**config.mk**
```make
export PLATFORM = sky130hd
export DESIGN_NAME = stuff_frame_scheduler
export DESIGN_NICKNAME = d
export VERILOG_FILES = /design/src/rtl/stuff_sched_pkg.sv /design/src/rtl/rr_arbiter.sv /design/src/rtl/stuff_frame_scheduler.sv
export SDC_FILE = /design/constraint.sdc
export NUM_CORES = 1
export LEC_CHECK = 0
export ABC_AREA = 1
export CORE_AREA = 2 2 93 77
export DETAILED_ROUTE_END_ITERATION = 8
export DIE_AREA = 0 0 95 79
export PLACE_DENSITY = 0.81
export SYNTH_ARGS = -nofsm -noshare
export SYNTH_HDL_FRONTEND = slang
export SYNTH_SLANG_ARGS = --single-unit
```
**constraint.sdc**
```tcl
create_clock -name clk -period 4.6 [get_ports clk]
set_clock_uncertainty 0.2 [all_clocks]
set_input_delay 0.92 -clock clk [delete_from_list [all_inputs] [get_ports clk]]
set_output_delay 0.92 -clock clk [all_outputs]
set_load 0.03 [all_outputs]
```
**src/rtl/stuff_sched_pkg.sv**
```systemverilog
// rtl/stuff_sched_pkg.sv - state encoding and channel-index sizing for stuff_frame_scheduler
package stuff_sched_pkg;

  typedef enum logic [1:0] {
    IDLE = 2'd0,
    SOF  = 2'd1,
    RUN  = 2'd2
  } sched_state_e;

  // Width of a channel index; never below 1 so a 2-channel build still has a bit.
  function automatic int ch_w(input int n);
    return (n <= 2) ? 1 : $clog2(n);
  endfunction

endpackage

```
**src/rtl/rr_arbiter.sv**
```systemverilog
// rtl/rr_arbiter.sv - combinational round-robin pick among channel requests
// Ports:
//   req_i   [N_CH-1:0]  level request per channel
//   ptr_i   [CH_W-1:0]  highest-priority channel for this pick
//   gnt_o   [N_CH-1:0]  one-hot winner (0 when nothing requests)
//   idx_o   [CH_W-1:0]  index of the winner
//   valid_o             some channel is requesting
module rr_arbiter #(
  parameter int N_CH = 4,
  parameter int CH_W = 2
) (
  input  logic [N_CH-1:0] req_i,
  input  logic [CH_W-1:0] ptr_i,
  output logic [N_CH-1:0] gnt_o,
  output logic [CH_W-1:0] idx_o,
  output logic            valid_o
);

  int              c;
  logic [CH_W-1:0] idx;

  // Scan from the farthest offset down to ptr itself so the last hit written
  // is the first requester at or after ptr.
  always_comb begin
    gnt_o   = '0;
    idx_o   = '0;
    valid_o = 1'b0;
    c       = 0;
    idx     = '0;
    for (int off = N_CH - 1; off >= 0; off--) begin
      c = int'(ptr_i) + off;
      if (c >= N_CH) c = c - N_CH;
      idx = CH_W'(c);
      if (req_i[idx]) begin
        gnt_o      = '0;
        gnt_o[idx] = 1'b1;
        idx_o      = idx;
        valid_o    = 1'b1;
      end
    end
  end

endmodule

```
**src/rtl/stuff_frame_scheduler.sv**
```systemverilog
// rtl/stuff_frame_scheduler.sv - round-robin frame scheduler feeding one shared stuff_or_data datapath
// Optional feature macro: STUFF_SCHED_TIMEOUT_EN (stall timeout abort in RUN).
// Ports:
//   clk, rst_n            clock, asynchronous active-low reset
//   req        [N_CH]     per-channel level request, sampled in IDLE only
//   ch_pm/ch_cm           per-channel pm/cm, channel i at [i*MPT_W +: MPT_W]
//   ready_in              downstream can take one slot this cycle
//   gnt, gnt_ch           one-hot grant and its index, held SOF..last slot
//   pm_out, cm_out        latched config to datapath pm/cm
//   sof_out, valid_out    datapath sof / valid_in
//   busy                  frame in SOF or RUN
//   frame_done, cfg_err   one-cycle status pulses
//   frame_abort           one-cycle timeout pulse (0 without the macro)
module stuff_frame_scheduler
  import stuff_sched_pkg::*;
#(
  parameter int  MPT_W  = 8,
  parameter int  N_CH   = 4,
  parameter int  TO_CYC = 64,
  localparam int CH_W   = ch_w(N_CH)
) (
  input  logic                  clk,
  input  logic                  rst_n,
  input  logic [N_CH-1:0]       req,
  input  logic [N_CH*MPT_W-1:0] ch_pm,
  input  logic [N_CH*MPT_W-1:0] ch_cm,
  input  logic                  ready_in,
  output logic [N_CH-1:0]       gnt,
  output logic [CH_W-1:0]       gnt_ch,
  output logic [MPT_W-1:0]      pm_out,
  output logic [MPT_W-1:0]      cm_out,
  output logic                  sof_out,
  output logic                  valid_out,
  output logic                  busy,
  output logic                  frame_done,
  output logic                  cfg_err,
  output logic                  frame_abort
);

  sched_state_e     state_q;
  logic [CH_W-1:0]  rr_ptr_q;
  logic [CH_W-1:0]  gnt_ch_q;
  logic [N_CH-1:0]  gnt_q;
  logic [MPT_W-1:0] pm_q;
  logic [MPT_W-1:0] cm_q;
  logic [MPT_W-1:0] slot_cnt_q;
  logic [MPT_W-1:0] slot_cnt_d;
  logic             frame_done_q;
  logic             cfg_err_q;

  logic [N_CH-1:0]  arb_gnt;
  logic [CH_W-1:0]  arb_idx;
  logic             arb_any;
  logic [MPT_W-1:0] arb_pm;
  logic [MPT_W-1:0] arb_cm;
  logic             arb_bad;

  function automatic logic [CH_W-1:0] next_ch(input logic [CH_W-1:0] c);
    return (int'(c) >= N_CH - 1) ? '0 : c + 1'b1;
  endfunction

  rr_arbiter #(
    .N_CH (N_CH),
    .CH_W (CH_W)
  ) u_arb (
    .req_i   (req),
    .ptr_i   (rr_ptr_q),
    .gnt_o   (arb_gnt),
    .idx_o   (arb_idx),
    .valid_o (arb_any)
  );

  always_comb begin
    arb_pm = '0;
    arb_cm = '0;
    for (int i = 0; i < N_CH; i++) begin
      if (arb_idx == CH_W'(i)) begin
        arb_pm = ch_pm[i*MPT_W +: MPT_W];
        arb_cm = ch_cm[i*MPT_W +: MPT_W];
      end
    end
  end

  // pm==0 would make slot_cnt wrap; cm>pm cannot be carried by the datapath.
  assign arb_bad    = (arb_pm == '0) || (arb_cm > arb_pm);
  assign slot_cnt_d = slot_cnt_q - 1'b1;

`ifdef STUFF_SCHED_TIMEOUT_EN
  localparam int TO_W = $clog2(TO_CYC + 1);
  logic [TO_W-1:0] stall_q;
  logic            frame_abort_q;
  logic            stall_hit;
  // Hit on the TO_CYC-th consecutive stalled RUN cycle.
  assign stall_hit   = (stall_q == TO_W'(TO_CYC - 1));
  assign frame_abort = frame_abort_q;
`else
  assign frame_abort = 1'b0;
`endif

  always_ff @(posedge clk or negedge rst_n) begin
    if (!rst_n) begin
      state_q      <= IDLE;
      rr_ptr_q     <= '0;
      gnt_ch_q     <= '0;
      gnt_q        <= '0;
      pm_q         <= '0;
      cm_q         <= '0;
      slot_cnt_q   <= '0;
      frame_done_q <= 1'b0;
      cfg_err_q    <= 1'b0;
`ifdef STUFF_SCHED_TIMEOUT_EN
      stall_q       <= '0;
      frame_abort_q <= 1'b0;
`endif
    end else begin
      frame_done_q <= 1'b0;
      cfg_err_q    <= 1'b0;
`ifdef STUFF_SCHED_TIMEOUT_EN
      frame_abort_q <= 1'b0;
`endif
      case (state_q)
        IDLE: begin
          if (arb_any) begin
            pm_q     <= arb_pm;
            cm_q     <= arb_cm;
            gnt_ch_q <= arb_idx;
            if (arb_bad) begin
              cfg_err_q <= 1'b1;
              gnt_q     <= '0;
              rr_ptr_q  <= next_ch(arb_idx);
            end else begin
              gnt_q      <= arb_gnt;
              slot_cnt_q <= arb_pm;
              state_q    <= SOF;
`ifdef STUFF_SCHED_TIMEOUT_EN
              stall_q    <= '0;
`endif
            end
          end
        end
        SOF: state_q <= RUN;
        RUN: begin
          if (ready_in) begin
            slot_cnt_q <= slot_cnt_d;
`ifdef STUFF_SCHED_TIMEOUT_EN
            stall_q    <= '0;
`endif
            if (slot_cnt_q == MPT_W'(1)) begin
              state_q      <= IDLE;
              frame_done_q <= 1'b1;
              gnt_q        <= '0;
              rr_ptr_q     <= next_ch(gnt_ch_q);
            end
          end
`ifdef STUFF_SCHED_TIMEOUT_EN
          else if (stall_hit) begin
            state_q       <= IDLE;
            frame_abort_q <= 1'b1;
            gnt_q         <= '0;
            stall_q       <= '0;
            rr_ptr_q      <= next_ch(gnt_ch_q);
          end else begin
            stall_q <= stall_q + 1'b1;
          end
`endif
        end
        default: state_q <= IDLE;
      endcase
    end
  end

  assign gnt        = gnt_q;
  assign gnt_ch     = gnt_ch_q;
  assign pm_out     = pm_q;
  assign cm_out     = cm_q;
  assign sof_out    = (state_q == SOF);
  assign valid_out  = (state_q == RUN) && ready_in;
  assign busy       = (state_q != IDLE);
  assign frame_done = frame_done_q;
  assign cfg_err    = cfg_err_q;

endmodule

```
Word-level counts from Yosys, hierarchy flattened
Cells that the tools add are included.
{ "word_totals": {"register_bits": 36, "output_inout_bits": 28, "inputBits": 71} }
{ "classes": {"n_addsub": 10, "n_reduce_logical": 16, "eq_ne": 11, "mux": 67, "order_cmp": 15} }
{ "ops": {"columns": ["cell", "n"], "rows": [
  ["two-way mux 8 bit", 11],
  ["two-way mux 2 bit", 18],
  ["two-way mux 4 bit", 8],
  ["two-way mux 1 bit", 18],
  ["case mux 8 bit (2 select lines)", 1],
  ["< comparator 2 x 3 -> 1 bit, second input constant", 4],
  ["AND reduction 4 bit", 3],
  ["!= test 2 bit, second input constant", 5],
  [">= comparator 3 bit, second input constant", 3],
  ["binary-select mux 1 bit (select 2 bit)", 4],
  ["demux 1 bit (select 2 bit)", 4],
  ["equality test 8 x 1 -> 1 bit, second input constant", 1],
  [">= comparator 2 x 1 -> 1 bit, second input constant", 4],
  ["> comparator 8 bit", 1],
  ["zero test 8 bit", 1],
  ["case mux 4 bit (2 select lines)", 1],
  ["subtractor 2 x 1 -> 2 bit, second input constant", 4],
  ["subtractor 8 x 1 -> 8 bit, second input constant", 1],
  ["adder 2 x 2 -> 3 bit, second input constant", 2],
  ["equality test 2 bit, second input constant", 3],
  ["case mux 2 bit (3 select lines)", 1],
  ["logical AND 1 bit", 5],
  ["AND reduction 5 bit", 1],
  ["adder 2 x 1 -> 2 bit, second input constant", 2],
  ["9 further kinds", 13]
]} }

Logic depth before layout (Yosys ltp)
{ "logic_depth": {"word_depth": 19, "depth_mapped": 31, "ltp_nobuf": 29} }

Cells and area by module
Synthesis repeated with hierarchy kept, for this count alone.
{ "hier_totals": {"cells_unflattened": 436, "hier_area_um2": 3056.7} }
{ "by_module_without_submodules": {"columns": ["mod", "seq_area_each_um2", "area_per_inst_um2", "cells_each", "n_inst"], "rows": [
  ["stuff_frame_scheduler", 900.9, 2565.0, 348, 1],
  ["rr_arbiter", 0.0, 491.7, 88, 1]
]} }

Worst setup path after synthesis
Ideal clock, no wire load.
{ "synth_timing": {"path_type": "input port to flip-flop", "start": "input req[0]", "end": "register slot_cnt_q[5]", "t_arrival_ps": 3699, "required_time_ps": 4283, "setup_time_ps": 117, "stages": 26, "path_slack_ps": 584, "cell_sequence": "inv_1 -> o21ai_2 -> inv_1 -> o21ai_2 -> inv_1 -> nand2_1 -> nand2_1 -> nand2_1 -> inv_1 -> ha_1 -> inv_2 -> buf_6 -> clkbuf_1 -> o21ai_0 -> a21oi_1 -> ha_1 -> a21oi_1 -> nor2_1 -> nor2_1 -> nand3_1 -> nand2_1 -> nand2_4 -> nand2_4 -> nand2_4 -> nand2_1 -> nand2_1"} }
{ "synth_between": {"elab_chain_cells": 15, "elab_cells_between_ends": 37, "cone_classes": "order compare: 1; eq/ne: 5; mux: 27; reduce/logical: 4"} }
{ "synth_lines": {"columns": ["item", "line", "source"], "rows": [
  ["start: declaration", "stuff_frame_scheduler.sv:24", "input logic [N_CH-1:0] req,"],
  ["binary-select mux 1 bit (select 2 bit)", "rr_arbiter.sv:34", "if (req_i[idx]) begin"],
  ["two-way mux 1 bit (implied by the code)", "rr_arbiter.sv:34", null],
  ["two-way mux 2 bit (3 in series)", "rr_arbiter.sv:34", null],
  ["two-way mux 2 bit *", "rr_arbiter.sv:34", null],
  ["named net arb_idx[0]", "stuff_frame_scheduler.sv:52", "logic [CH_W-1:0] arb_idx;"],
  ["zero test 2 bit", "stuff_frame_scheduler.sv:77", "if (arb_idx == CH_W'(i)) begin"],
  ["two-way mux 8 bit (3 in series)", "stuff_frame_scheduler.sv:77", null],
  ["two-way mux 8 bit *", "stuff_frame_scheduler.sv:77", null],
  ["named net arb_cm[5]", "stuff_frame_scheduler.sv:55", "logic [MPT_W-1:0] arb_cm;"],
  ["> comparator 8 bit *", "stuff_frame_scheduler.sv:85", "assign arb_bad = (arb_pm == '0) || (arb_cm > arb_pm);"],
  ["logical OR 1 bit *", "stuff_frame_scheduler.sv:85", null],
  ["!= test 2 bit (no source line) *", null, null],
  ["AND reduction 4 bit (no source line) *", null, null],
  ["end signal: assignment", "stuff_frame_scheduler.sv:133", "slot_cnt_q <= arb_pm;"],
  ["end signal: assignment", "stuff_frame_scheduler.sv:144", "slot_cnt_q <= slot_cnt_d;"],
  ["end: declaration", "stuff_frame_scheduler.sv:46", "logic [MPT_W-1:0] slot_cnt_q;"]
]} }
The timed path passes the listed nets; every way through them passes the cells marked *. The select of a mux whose other input is x is not followed.
A chain may end at the register's enable or synchronous reset.

Final worst setup path
{ "layout_timing": {"start": "input req[0]", "end": "register slot_cnt_q[2]"} }
Same word-level chain as after synthesis.

==> qor.yml <==
grt:
  antenna_found_initial: 0
  grt_pass1_vias: 3141
  grt_pass1_wl_mm: 14.37
  overflow: 0
  grt_max_degree: 37
  grtUsageTotal_pct: 24.29
finish:
  syn2layout_area_growth_pct: 41.90
  fin_nets: 648
  drive_above_1_share_pct: 11.73
  finalInstanceArea_sq_um: 4254
  antenna_cells: 0
placed_design:
  place_congestion: 0.8654
  io_buffers: 97
  place_area_sq_um: 4125
  hpwl_mm: 6.983
sta:
  slew_headroom_pct: 56.34
  setup_viol: 0
  max_slew.worst_pin.slew_ns: 0.6543
  hold_ws_ns: 0.2805
  period_share_pct: 93.73
  hold_viol_final: 0
  max_freq_ghz: 0.2319
  layout_min_cycle_time_ns: 4.312
  drv_slew: 0
critical_path:
  crit_arrival_ns: 4.30
  end_kind: "flop"
  crit_fanout: 10
  cp-start-kind: "input pin"
  critPathMaxStageDelay_ns: 0.45
  critPathTopFamily: "simple AND/OR/NAND/NOR gates"
  crit_required_ns: 4.59
  crit_path_top_delay_cell: "clkdlybuf4s50_1"
  path_class: "in2reg"
  crit_buf_inv: 7
synth:
  synth_cell_type_count: 33
  synth_edf_count: 0
  ys_dominant_reg_cell: "dfrtp_1"
  syn_area_sq_um: 2998
  async_flop_share_pct: 100.0
  yosysWarnings: 0
  avgSynthCellArea_sq_um: 6.798
  synth_area_leaders: "dfrtp_1, nand2_1, ha_1, nand3_1, nor2_1"
  yosys.area.top_type: "dfrtp_1"
  ys_seq_area_share_pct: 30.05
  yosysMostFrequentCell: "nand2_1"
  synth_top_area_share_pct: 30.05
  ys_seq_elements: 36
  syn_inst: 441
  syn-num-nets: 535
  synth_commonest_cells: "nand2_1, nor2_1, dfrtp_1, inv_1, nand3_1"
die:
  fp-row-count: 27
  core-area_sq_um: 6655
  die_y_microns: 79
  die-area_sq_um: 7505
  start_util_pct: 45.05
  die_w_microns: 95
  ioPinCount: 99
clocking:
  cts_root_buffer: "clkbuf_8"
  h-tree-depth: 2
  ctsHoldBuffers: 0
  cts.sinks: 36
  clk_pin_slew_ns: 0.07
  cts_tree: "built"
  clk_path_buf_depth: 2
  clk_latency_ns: 0.29
  cts_buffers: 5
drt:
  ant_nets: 0
  firstDrtPassIters: 4
  routedWlPerCell_microns: 13.32
  vias: 3254
  wirelength_mm: 8.535
  drc: 0
  viasPerCell: 5.076
  drt_iter0_drc: 108
job:
  maxCapViolCount: 0
status:
  status: "completed"
hold_path:
  hp-class: "reg2reg"
## logic make-up after synthesis
| family | Yosys count | share of synthesized area (%) |
|---|---|---|
| AOI/OAI and AO/OA | 80 | 15.94 |
| xor gates and xnor gates | 1 | 0.2922 |
| adders and majority gates | 23 | 9.599 |
| buffers and inverters | 56 | 9.432 |
| DFF | 36 | 30.05 |
| muxes | 1 | 0.3339 |
| other | 1 | 0.1251 |
| and+or+nand+nor | 243 | 34.22 |
## routing by layer
layer / track usage (%) / vias to the layer above / routed length, microns
met1: 30.89 / 1500 / 3845
met3: 4.839 / 20 / 423
met2: 41.21 / 85 / 4099
met5: 0 / - / 0
li1: - / 1649 / -
met4: 8.116 / 0 / 166
## worst reg2reg max path, stage by stage, from the launching register on
cell	delay, ns
dfrtp_1	0.54
inv_1	0.18
ha_1	0.32
inv_1	0.09
nand2_1	0.08
o211ai_1	0.17
nand3_1	0.11
nand2_1	0.09
inv_1	0.08
ha_1	0.21
nor2_2	0.10
buf_4	0.17
a22oi_1	0.09
nand2_1	0.07
o21ai_0	0.10
a21oi_2	0.22
ha_1	0.28
a21oi_1	0.13
nor2_1	0.05
nor2_1	0.08
nand3_1	0.10
nand2_2	0.10
nand2_4	0.08
nand2_4	0.12
nand2_4	0.10
nand2_1	0.08
nand2_1	0.05
## what timing repair did
action / CTS / global route
setup buffers: 0 / 1
endpoints found under the setup margin: 0 / 15
endpoints found under the hold margin: 0 / 0
resized for setup: 0 / 10
## worst paths after layout
path	slack, ns	start	to	cells past startpoint
worst min-delay path	0.28	cm_out[2]$_DFFE_PN0P_	cm_out[2]$_DFFE_PN0P_	2
min in group asynchronous	0.85	rst_n	cm_out[4]$_DFFE_PN0P_	2
max in group asynchronous	3.02	rst_n	cm_out[7]$_DFFE_PN0P_	2
worst max register to register	0.52	rr_ptr_q[1]$_DFFE_PN0P_	slot_cnt_q[2]$_DFFE_PN0P_	26
worst min register to register	0.28	cm_out[2]$_DFFE_PN0P_	cm_out[2]$_DFFE_PN0P_	2
worst max-delay path	0.29	req[0]	slot_cnt_q[2]$_DFFE_PN0P_	29
## sequential cells by signal, indices dropped and copies added, names as in the netlist
signal and cells:
cm_out 8, pm_out 8, slot_cnt_q 8, gnt 4, gnt_ch 2, rr_ptr_q 2
state_q 2, cfg_err 1, frame_done 1
## cells in the final DEF (no fill, tap or decap), types with 3 or more instances in the layout
cell and n:
inv_1 34, dfrtp_1 36, o211ai_1 4, clkdlybuf4s50_1 97, ha_1 23, o21ai_2 3
a21oi_1 21, nand2_2 5, nor2_2 5, nand2_4 3, a21oi_2 3, nand3_1 33
nor2_1 40, buf_4 25, nand2_1 148, o21ai_1 4, o21ai_0 29, inv_2 5
a21boi_2 4, clkbuf_8 7, a22oi_1 8, or2_1 3
## through the flow
step	setup TNS (ns)	instances	util, %	setup WS, ns
4_1_cts	0	640	63.43	0.2330
5_1_grt	-0.07313	641	63.92	-0.01711
3_5_place_dp	-0.6215	633	61.99	-0.08395
6_report	0	641	63.92	0.2882
2_1_floorplan	0	441	-	0.5844
3_3_place_gp	0	633	61.99	0.03587
## layout make-up
class                           count  area [sq um]
Clock buffer                        7         96.34
Multi-Input combinational cell    349          1837
Tap cell                           87         108.9
Fill cell                         606          2401
Inverter                           40         152.6
Timing Repair Buffer              122          1159
Sequential cell                    36         900.9
Power is left out: the tool's default activity adds up to more than one toggle a clock period on the data nets, which glitch-free logic cannot reach.
